===== src/rtl/mmio_peripheral_if.sv =====
// -----------------------------------------------------------------------------
// mmio_peripheral_if
//
// Device-port bundle between the CPU MEM stage and the MMIO peripheral.
//
// Signals:
//   memAddr    - byte address from the MEM stage; 0 when no device is addressed
//   memDat     - write data from the MEM stage
//   devWrite   - write strobe (MEM-stage memWrite qualified by memAddr != 0)
//   deviceData - combinational read data for memAddr
//
// Handshake: there is no valid/ready pair on this port. devWrite acts as a
// valid that is always accepted (implicit ready = 1): each cycle it is high,
// the addressed register takes memDat at the next rising edge. Reads need no
// strobe; deviceData follows memAddr in the same cycle.
//
// Modports:
//   master - CPU side (drives address/data/strobe, samples read data)
//   slave  - peripheral side
// -----------------------------------------------------------------------------
interface mmio_peripheral_if;
    logic [31:0] memAddr;
    logic [31:0] memDat;
    logic        devWrite;
    logic [31:0] deviceData;

    modport master (
        output memAddr,
        output memDat,
        output devWrite,
        input  deviceData
    );

    modport slave (
        input  memAddr,
        input  memDat,
        input  devWrite,
        output deviceData
    );
endinterface


===== src/rtl/mmio_peripheral.sv =====
// -----------------------------------------------------------------------------
// mmio_peripheral
//
// Memory-mapped peripheral responder on the CPU device port. Holds a
// reloadable 32-bit timer with interrupt flag, an LED register, a 4-digit
// 7-segment digit register with a multiplexed scanner, and (optionally) a
// free-running system tick counter. All registers are read combinationally
// on bus.deviceData.
//
// Register map (word decode on memAddr[31:2], bits [1:0] ignored):
//   0x40000004 TH      timer reload value, R/W
//   0x40000008 TL      timer count, R/W
//   0x4000000C TCON    [0] enable, [1] irq enable, [2] irq status
//   0x40000010 LED     low LED_WIDTH bits R/W
//   0x40000014 DIGITS  [15:0] four hex digits, digit 0 = [3:0]
//   0x40000018 SYSTICK read-only (only when MMIO_SYSTICK_EN is defined)
//   anything else: writes ignored, reads 0
//
// Build option:
//   MMIO_SYSTICK_EN - when defined, builds the SYSTICK counter and maps it at
//                     0x40000018; otherwise that address reads 0.
//
// Parameters:
//   SCAN_DIV  - clock cycles each digit is lit (2 .. 2**20)
//   LED_WIDTH - width of the LED register and the led output (1 .. 32)
//
// Ports:
//   clk  - system clock, rising edge
//   rst  - synchronous active-high reset
//   bus  - device port (slave modport of mmio_peripheral_if)
//   irq  - registered timer interrupt (TCON[2] & TCON[1], one stage late)
//   led  - LED register
//   an   - digit anodes, active low, exactly one low
//   seg  - segments g..a, active low
// -----------------------------------------------------------------------------
module mmio_peripheral #(
    parameter int SCAN_DIV  = 50000,
    parameter int LED_WIDTH = 8
) (
    input  logic                 clk,
    input  logic                 rst,
    mmio_peripheral_if.slave     bus,
    output logic                 irq,
    output logic [LED_WIDTH-1:0] led,
    output logic [3:0]           an,
    output logic [6:0]           seg
);

    // Word addresses (byte address >> 2).
    localparam logic [29:0] ADDR_TH      = 30'h1000_0001;
    localparam logic [29:0] ADDR_TL      = 30'h1000_0002;
    localparam logic [29:0] ADDR_TCON    = 30'h1000_0003;
    localparam logic [29:0] ADDR_LED     = 30'h1000_0004;
    localparam logic [29:0] ADDR_DIGITS  = 30'h1000_0005;
`ifdef MMIO_SYSTICK_EN
    localparam logic [29:0] ADDR_SYSTICK = 30'h1000_0006;
`endif

    localparam int                DIV_W    = (SCAN_DIV > 2) ? $clog2(SCAN_DIV) : 1;
    localparam logic [DIV_W-1:0]  DIV_LAST = DIV_W'(SCAN_DIV - 1);

    // ------------------------------------------------------------------
    // Address decode and write strobes
    // ------------------------------------------------------------------
    logic [29:0] word_addr;
    logic        wr_th;
    logic        wr_tl;
    logic        wr_tcon;
    logic        wr_led;
    logic        wr_digits;

    assign word_addr = bus.memAddr[31:2];
    assign wr_th     = bus.devWrite && (word_addr == ADDR_TH);
    assign wr_tl     = bus.devWrite && (word_addr == ADDR_TL);
    assign wr_tcon   = bus.devWrite && (word_addr == ADDR_TCON);
    assign wr_led    = bus.devWrite && (word_addr == ADDR_LED);
    assign wr_digits = bus.devWrite && (word_addr == ADDR_DIGITS);

    // ------------------------------------------------------------------
    // Timer
    // ------------------------------------------------------------------
    logic [31:0] th_q;
    logic [31:0] tl_q;
    logic [2:0]  tcon_q;
    logic        tmr_en;
    logic        tmr_ovf;

    assign tmr_en  = tcon_q[0];
    assign tmr_ovf = tmr_en && (tl_q == 32'hFFFF_FFFF);

    always_ff @(posedge clk) begin
        if (rst) begin
            th_q   <= '0;
            tl_q   <= '0;
            tcon_q <= '0;
            irq    <= 1'b0;
        end else begin
            // The reload below reads th_q, so a TH write in the same
            // cycle only affects the next reload.
            if (wr_th) begin
                th_q <= bus.memDat;
            end

            // Software write to TL wins over increment and reload.
            if (wr_tl) begin
                tl_q <= bus.memDat;
            end else if (tmr_ovf) begin
                tl_q <= th_q;
            end else if (tmr_en) begin
                tl_q <= tl_q + 32'd1;
            end

            // Status is OR-ed with the overflow so a software clear that
            // collides with an overflow never drops the event.
            if (wr_tcon) begin
                tcon_q[1:0] <= bus.memDat[1:0];
                tcon_q[2]   <= bus.memDat[2] | tmr_ovf;
            end else if (tmr_ovf) begin
                tcon_q[2] <= 1'b1;
            end

            irq <= tcon_q[2] & tcon_q[1];
        end
    end

    // ------------------------------------------------------------------
    // LED and digit registers
    // ------------------------------------------------------------------
    logic [LED_WIDTH-1:0] led_q;
    logic [15:0]          digits_q;

    always_ff @(posedge clk) begin
        if (rst) begin
            led_q    <= '0;
            digits_q <= '0;
        end else begin
            if (wr_led) begin
                led_q <= bus.memDat[LED_WIDTH-1:0];
            end
            if (wr_digits) begin
                digits_q <= bus.memDat[15:0];
            end
        end
    end

    assign led = led_q;

    // ------------------------------------------------------------------
    // System tick counter (optional)
    // ------------------------------------------------------------------
`ifdef MMIO_SYSTICK_EN
    logic [31:0] systick_q;

    always_ff @(posedge clk) begin
        if (rst) begin
            systick_q <= '0;
        end else begin
            systick_q <= systick_q + 32'd1;   // wraps naturally at 2**32
        end
    end
`endif

    // ------------------------------------------------------------------
    // 7-segment scanner
    // ------------------------------------------------------------------
    logic [DIV_W-1:0] div_q;
    logic [1:0]       idx_q;
    logic [3:0]       cur_nibble;

    always_ff @(posedge clk) begin
        if (rst) begin
            div_q <= '0;
            idx_q <= '0;
        end else if (div_q == DIV_LAST) begin
            div_q <= '0;
            idx_q <= idx_q + 2'd1;
        end else begin
            div_q <= div_q + 1'b1;
        end
    end

    // Glyphs in g..a order, active low; b and d are lowercase.
    function automatic logic [6:0] hex_glyph(input logic [3:0] v);
        logic [6:0] g;
        case (v)
            4'h0:    g = 7'b1000000;
            4'h1:    g = 7'b1111001;
            4'h2:    g = 7'b0100100;
            4'h3:    g = 7'b0110000;
            4'h4:    g = 7'b0011001;
            4'h5:    g = 7'b0010010;
            4'h6:    g = 7'b0000010;
            4'h7:    g = 7'b1111000;
            4'h8:    g = 7'b0000000;
            4'h9:    g = 7'b0010000;
            4'hA:    g = 7'b0001000;
            4'hB:    g = 7'b0000011;
            4'hC:    g = 7'b1000110;
            4'hD:    g = 7'b0100001;
            4'hE:    g = 7'b0000110;
            default: g = 7'b0001110;   // 4'hF
        endcase
        return g;
    endfunction

    // an and seg decode straight from registers, so the divider wrap
    // cannot produce an extra or missing anode cycle.
    always_comb begin
        case (idx_q)
            2'd0:    cur_nibble = digits_q[3:0];
            2'd1:    cur_nibble = digits_q[7:4];
            2'd2:    cur_nibble = digits_q[11:8];
            default: cur_nibble = digits_q[15:12];
        endcase
    end

    always_comb begin
        an        = 4'b1111;
        an[idx_q] = 1'b0;
    end

    assign seg = hex_glyph(cur_nibble);

    // ------------------------------------------------------------------
    // Read mux
    // ------------------------------------------------------------------
    logic [31:0] rd_data;

    always_comb begin
        rd_data = '0;
        case (word_addr)
            ADDR_TH:      rd_data = th_q;
            ADDR_TL:      rd_data = tl_q;
            ADDR_TCON:    rd_data = {29'd0, tcon_q};
            ADDR_LED:     rd_data[LED_WIDTH-1:0] = led_q;
            ADDR_DIGITS:  rd_data = {16'd0, digits_q};
`ifdef MMIO_SYSTICK_EN
            ADDR_SYSTICK: rd_data = systick_q;
`endif
            default:      rd_data = '0;
        endcase
    end

    assign bus.deviceData = rd_data;

endmodule


===== src/flat_wrapper.sv =====
// flat-port wrapper written by rule: the top's interface ports become plain ports
module mmio_peripheral_flat 
#(
    parameter int SCAN_DIV  = 50000,
    parameter int LED_WIDTH = 8
)
  (clk, rst, irq, led, an, seg, bus_memAddr, bus_memDat, bus_devWrite, bus_deviceData);
  mmio_peripheral_if bus_i ();
  input  logic clk;
  input  logic rst;
  output logic irq;
  output logic [LED_WIDTH-1:0] led;
  output logic [3:0] an;
  output logic [6:0] seg;
  input wire logic [$bits(bus_i.memAddr)-1:0] bus_memAddr;
  input wire logic [$bits(bus_i.memDat)-1:0] bus_memDat;
  input wire logic [$bits(bus_i.devWrite)-1:0] bus_devWrite;
  output wire logic [$bits(bus_i.deviceData)-1:0] bus_deviceData;
  assign bus_i.memAddr = bus_memAddr;
  assign bus_i.memDat = bus_memDat;
  assign bus_i.devWrite = bus_devWrite;
  assign bus_deviceData = bus_i.deviceData;
  mmio_peripheral #(.SCAN_DIV(SCAN_DIV), .LED_WIDTH(LED_WIDTH)) u_core (.clk(clk), .rst(rst), .bus(bus_i), .irq(irq), .led(led), .an(an), .seg(seg));
endmodule

===== config.mk =====
export PLATFORM = sky130hd
export DESIGN_NAME = mmio_peripheral_flat
export DESIGN_NICKNAME = d
export VERILOG_FILES = /design/src/rtl/mmio_peripheral_if.sv /design/src/rtl/mmio_peripheral.sv /design/src/flat_wrapper.sv
export SDC_FILE = /design/constraint.sdc
export NUM_CORES = 1
export LEC_CHECK = 0
export ABC_AREA = 1
export BUFFER_PORTS_ARGS = -buffer_cell sky130_fd_sc_hd__buf_2
export CAP_MARGIN = 20
export CORE_ASPECT_RATIO = 1.5
export CORE_MARGIN = 5
export CORE_UTILIZATION = 39
export CTS_BUF_LIST = sky130_fd_sc_hd__clkbuf_8
export CTS_CLUSTER_SIZE = 10
export DETAILED_ROUTE_END_ITERATION = 7
export GPL_TIMING_DRIVEN = 0
export SETUP_SLACK_MARGIN = 0.2
export SYNTH_ARGS = -nofsm -noshare
export SYNTH_HDL_FRONTEND = slang
export SYNTH_SLANG_ARGS = --single-unit
export TNS_END_PERCENT = 20

===== constraint.sdc =====
create_clock -name clk -period 2.6 [get_ports clk]
set_clock_uncertainty 0.15 [all_clocks]
set_input_delay 0.26 -clock clk [delete_from_list [all_inputs] [get_ports clk]]
set_output_delay 0.26 -clock clk [all_outputs]
set_load 0.1 [all_outputs]

## Yosys cells after proc, flatten, opt, wreduce, memory -nomap -nowiden

Memory sizes are Yosys's and may differ from the RTL's.
Cells that the tools add are included.

- Add/subtract/negate cells: 3
- Mux-type cells: 10
- Reduce and logical (&&, ||, !) cells: 11
- Equal/unequal tests: 9
- $lt $le $gt $ge: 2
- Bitwise gates (word level): 3

Operator list:

| kind | count |
|---|---|
| 30-bit by 29-bit == test with 1-bit output (second input constant) | 5 |
| 32-bit two-way mux | 3 |
| 24-bit one-hot mux with 3 select lines | 1 |
| 8-bit one-hot mux with 5 select lines | 1 |
| 32-bit by 1-bit adder with 32-bit output (second input constant) | 1 |
| 32-bit == test (second input constant) | 1 |
| 16-bit by 1-bit adder with 16-bit output (second input constant) | 1 |
| 16-bit == test (second input constant) | 1 |
| 4-bit one-hot mux with 3 select lines | 1 |
| 1-bit logical AND | 7 |
| 4-bit inverter | 1 |
| 2-bit by 3-bit < comparator with 1-bit output (second input constant) | 1 |
| 1-bit two-way mux | 3 |
| 3-bit nonzero test | 1 |
| 2-bit by 1-bit adder with 2-bit output (second input constant) | 1 |
| 1-bit demux with 2-bit select | 1 |
| 2-bit by 1-bit == test with 1-bit output (second input constant) | 1 |
| 2-bit == test (second input constant) | 1 |
| 2-bit by 1-bit >= comparator with 1-bit output (second input constant) | 1 |
| 2-bit logical NOT | 1 |
| 2-bit nonzero test | 1 |
| 2-bit OR reduction | 1 |
| 1-bit bitwise AND | 1 |
| 1-bit OR | 1 |

- Output and inout port bits: 52
- Word-level logic and storage cells: 48
- Input bits: 67
- Bits in read-only memories: 112
- Memories: 1
- Register bits after elaboration: 110

Memories:

| memory | depth | bits a word | read ports | clocked after Yosys merged registers in | write ports | RTL line | source |
|---|---|---|---|---|---|---|---|
| (no name shown) | 16 | 7 | 1 | 0 | 0 | mmio_peripheral.sv:185 | `case (v)` |

## Longest topological paths before layout

- Word-level depth: 5
- Mapped depth: 13
- Depth with buffers taken out: 11

## Worst setup path after synthesis

No wires, ideal clock.

- Path type: register to output
- Start point: register u_core.idx_q[0]
- End point: output seg[4]
- Path buffers: 0
- Path slack: -1.989 ns
- Stages on the path, launching flop included: 9
- Data required time: 2.190 ns
- Arrival: 4.179 ns
- Path through: dfxtp_1 inv_1 ha_1 inv_1 o21ai_0 o22ai_1 ha_1 nand2_1 o21ai_0

- Longest elaborated chain between the ends: 3
- Elaborated cells on any way between the ends: 5
- Classes of those cells: eq/ne (2); mux (1); reduce/logical (1); memory (1)

Ends and longest elaborated chain:

| element | RTL line | source |
|---|---|---|
| from (decl) | mmio_peripheral.sv:167 | `logic [1:0] idx_q;` |
| from (signal assigned) | mmio_peripheral.sv:176 | `idx_q <= idx_q + 2'd1;` |
| 2-bit == test (tied with other cells) | mmio_peripheral.sv:209 | `case (idx_q)` |
| 4-bit one-hot mux with 3 select lines (*) | mmio_peripheral.sv:209 |  |
| memory 16 x 7 bit (*) | - |  |
| to (decl) | flat_wrapper.sv:14 | `output logic [6:0] seg;` |

Mark *: on every way between the ends. The rest lies on a longest branch, timed or not.

## Worst setup path in the final report

- Start point: register u_core.idx_q[1]
- End point: output seg[3]

The elaborated chain is that of the path after synthesis.

==> flow_summary.yaml <==
synthesis:
  ys_types: 39
  ys_seq_area_frac: 0.300
  post_synth.cell_area_avg_um2: 6.17
  synth_adder_area_share: 0.0188
  syn_inst: 1189
  syn_area_um2: 7330
  synth_fp_nets: 1267
  muxShareOfSynthArea: 0
  synthXorXnorAreaFrac: 0.0155
  synthSimpleGateAreaFrac: 0.398
  synth_top_family_by_area: "simple AND/OR/NAND/NOR gates"
  synth-compound-area-share: 0.141
  synth-seq-cells: 110
  ys_warn_count: 0
pwr:
  max-vdd-ir-drop_uv: 241
  p_leak_nw: 4.01
  power.density_nw_per_um2: 305
sta:
  fin_crit_sh: 1.04
  fin_hold_ws_ps: 7.78
  post-route-min-period_ps: 2700
  slew_headroom: 0.496
  max_freq_ghz: 0.371
  final.setup.worst_slack_ps: -97.0
  hold_viol_final: 0
  rsz0062_at_grt: "true"
  setup_viol: 7
  maxSlewViolCount: 0
  tightest_slew_ps: 756
critical_path:
  cp-start-kind: "flop"
  path_buf_inv: 4
  r2r_cells: 11
  arrival_ps: 2290
  crit_required_ps: 2190
  worstPathCellList: "inv_6 -> ha_4 -> clkinvlp_4 -> o22ai_4 -> o22ai_4 -> buf_6 -> ha_4 -> o21ai_2 -> nand2_2 -> nand2_8 -> buf_12"
  worstPathMaxFanout: 5
  cp_top_family: "buffers and inverters"
  critPathSlowestCell: "dfxtp_4"
  worstSetupPathType: "flop to output port"
  cp-end-kind: "output port"
  path_depth: 11
  cp_slowest_stage_delay_ps: 390
placed_design:
  place_ws_ps: -358
  gp_congestion: 0.951
  dpl.hpwl_um: 20600
  io_buffers: 115
routing:
  wl_um: 26900
  wl_per_cell_um: 16.7
  drtIter0Drc: 502
  viasPerCell: 5.03
  vias: 8137
  firstDrtPassIters: 6
  ant_nets: 0
  drc: 0
clock_network:
  h-tree-depth: 3
  cts_tree: "built"
  clk_pin_slew_ps: 110
  clk_latency_ps: 400
  clockBufferDepth: 2
  root_buffer: "clkbuf_8"
  cts_buffers: 9
  clock-sinks: 110
floorplan:
  rows: 61
  dieHeight_um: 178
  pin_count: 119
  die-area_um2: 21700
  coreArea_um2: 18500
  start_util: 0.395
  die_w_um: 122
finish:
  multi_input_area_um2: 4690
  ff_latch_area_um2: 2210
  postLayoutCoreUtil: 0.522
  diodes: 0
  drive_above_1_share: 0.237
  nets: 1439
  nFillCells: 1882
  area_growth_pct: 32.1
global_routing:
  grt_pass1_vias: 7905
  grt_max_degree: 21
  antenna_found_initial: 0
  grt_overflow_total: 0
  track_usage: 0.250
  grt_pass1_wl_um: 41900
worst_hold_path:
  hp-class: "input pin to flop"
  hold_depth: 3
run_status:
  status: "finished, violations left"
  violations: "negative setup slack"
job:
  max_cap_viol_count: 0
worst paths after layout:
check / start / end / slack, ps
max: u_core.idx_q[1] / seg[3] / -100
min reg2reg: u_core.led[0] / u_core.led[0] / 320
max reg2reg: u_core.tl_q[1] / u_core.tl_q[18] / 280
min: bus_memDat[22] / u_core.th_q[22] / 8
kinds of logic (layout without fill, tap and decap cells):
logic type / count (synthesis) / count (layout)
flops: 110 / 110
compound gates: 185 / 185
xor+xnor: 13 / 13
simple gates: 635 / 635
fa+ha+maj: 11 / 11
buf+inv: 235 / 412
power by group:
| part | internal, mW | switching, mW |
|---|---|---|
| sequential | 1.69 | 0.00242 |
| combinational | 0.0773 | 0.126 |
| clock | 0.372 | 0.690 |
| total | 2.14 | 0.818 |
sequential cells by signal, indices dropped and copies added (netlist names):
signal and flops:
u_core.tcon_q 3, u_core.tl_q 32, u_core.div_q 16, u_core.led 8, u_core.digits_q 16, u_core.th_q 32, u_core.irq 1, u_core.idx_q 2
timing repair:
item | 4_1_cts | 5_1_grt
setup buffers | 18 | 10
endpoints found under the hold margin | 18 | 0
endpoints found under the setup margin | 49 | 49
pin swaps | 18 | 23
resized for setup | 112 | 53
hold buffers | 18 | 0
worst register-to-register path, cell delays in order (launching register included):
cell and delay [ps]:
dfxtp_2 380, ha_2 210, nand2_2 80, nor2_4 230
nand3_4 180, nor2_4 220, nand3_4 180, clkinv_4 150
buf_6 190, nand2_1 70, nand3_1 80, a21oi_1 60
Yosys cell counts (all sizes together):
cell	number	share of area
clkbuf	27	0.014
o211ai	3	0.0031
buf	19	0.017
nand3	141	0.11
nor3b	3	0.0031
o21ai	67	0.046
a21oi	84	0.062
nor2	139	0.086
o221ai	6	0.0072
inv	187	0.096
and2	1	0.00085
nor3	7	0.0048
ha	11	0.019
clkinv	2	0.0012
dfxtp	110	0.30
xnor2	2	0.0024
nand3b	4	0.0041
xor2	11	0.013
or2	1	0.00085
nand2	315	0.17
a211oi	1	0.0010
o21bai	2	0.0020
o22ai	22	0.020
nand4	24	0.020
cell type report:
class,instances,area share
inverter,189,0.0769
timing repair buffer,161,0.133
multi-input combinational,844,0.484
clock buffer,9,0.0128
clock inverter,7,0.00685
sequential,110,0.228
buffer,46,0.0256
tap,252,0.0326
cell usage in the layout (no fill, tap or decap), types with 5 or more instances in the layout:
cell / count
o22ai_2: 10
buf_4: 35
o21ai_4: 6
xor2_1: 11
buf_6: 34
ha_4: 7
nand4_1: 24
nand3_1: 120
o21ai_0: 27
a21oi_1: 75
inv_1: 168
nand2_1: 284
nand3_4: 5
o22ai_4: 5
nor2_4: 10
clkinvlp_4: 5
o22ai_1: 7
o221ai_2: 5
nor3_1: 7
nor2_1: 116
buf_12: 8
a21oi_2: 9
nand2_4: 7
o21ai_1: 30
nand2_2: 21
inv_2: 10
buf_2: 80
nand3_2: 16
dfxtp_1: 106
clkbuf_8: 9
nor2_2: 12
dlygate4sd3_1: 18
clkbuf_1: 24
per-stage QoR:
step	setup TNS [ps]	area (um^2)	power [mW]	instances
2_1_floorplan	-10080	7610	1.80	1189
3_3_place_gp	-5340	8500	1.91	1556
3_5_place_dp	-5580	8500	1.91	1556
4_1_cts	-541	9420	2.97	1608
5_1_grt	-1170	9690	3.06	1618
6_report	-408	9690	2.95	1618
metal layers:
layer	vias up	GRT usage	wire (um)
met5	-	0	0
met4	0	0.106	1140
met3	70	0.0319	1180
met2	234	0.472	14400
met1	3677	0.278	10300
li1	4156	-	-
Power figures use the tool's default switching activity.
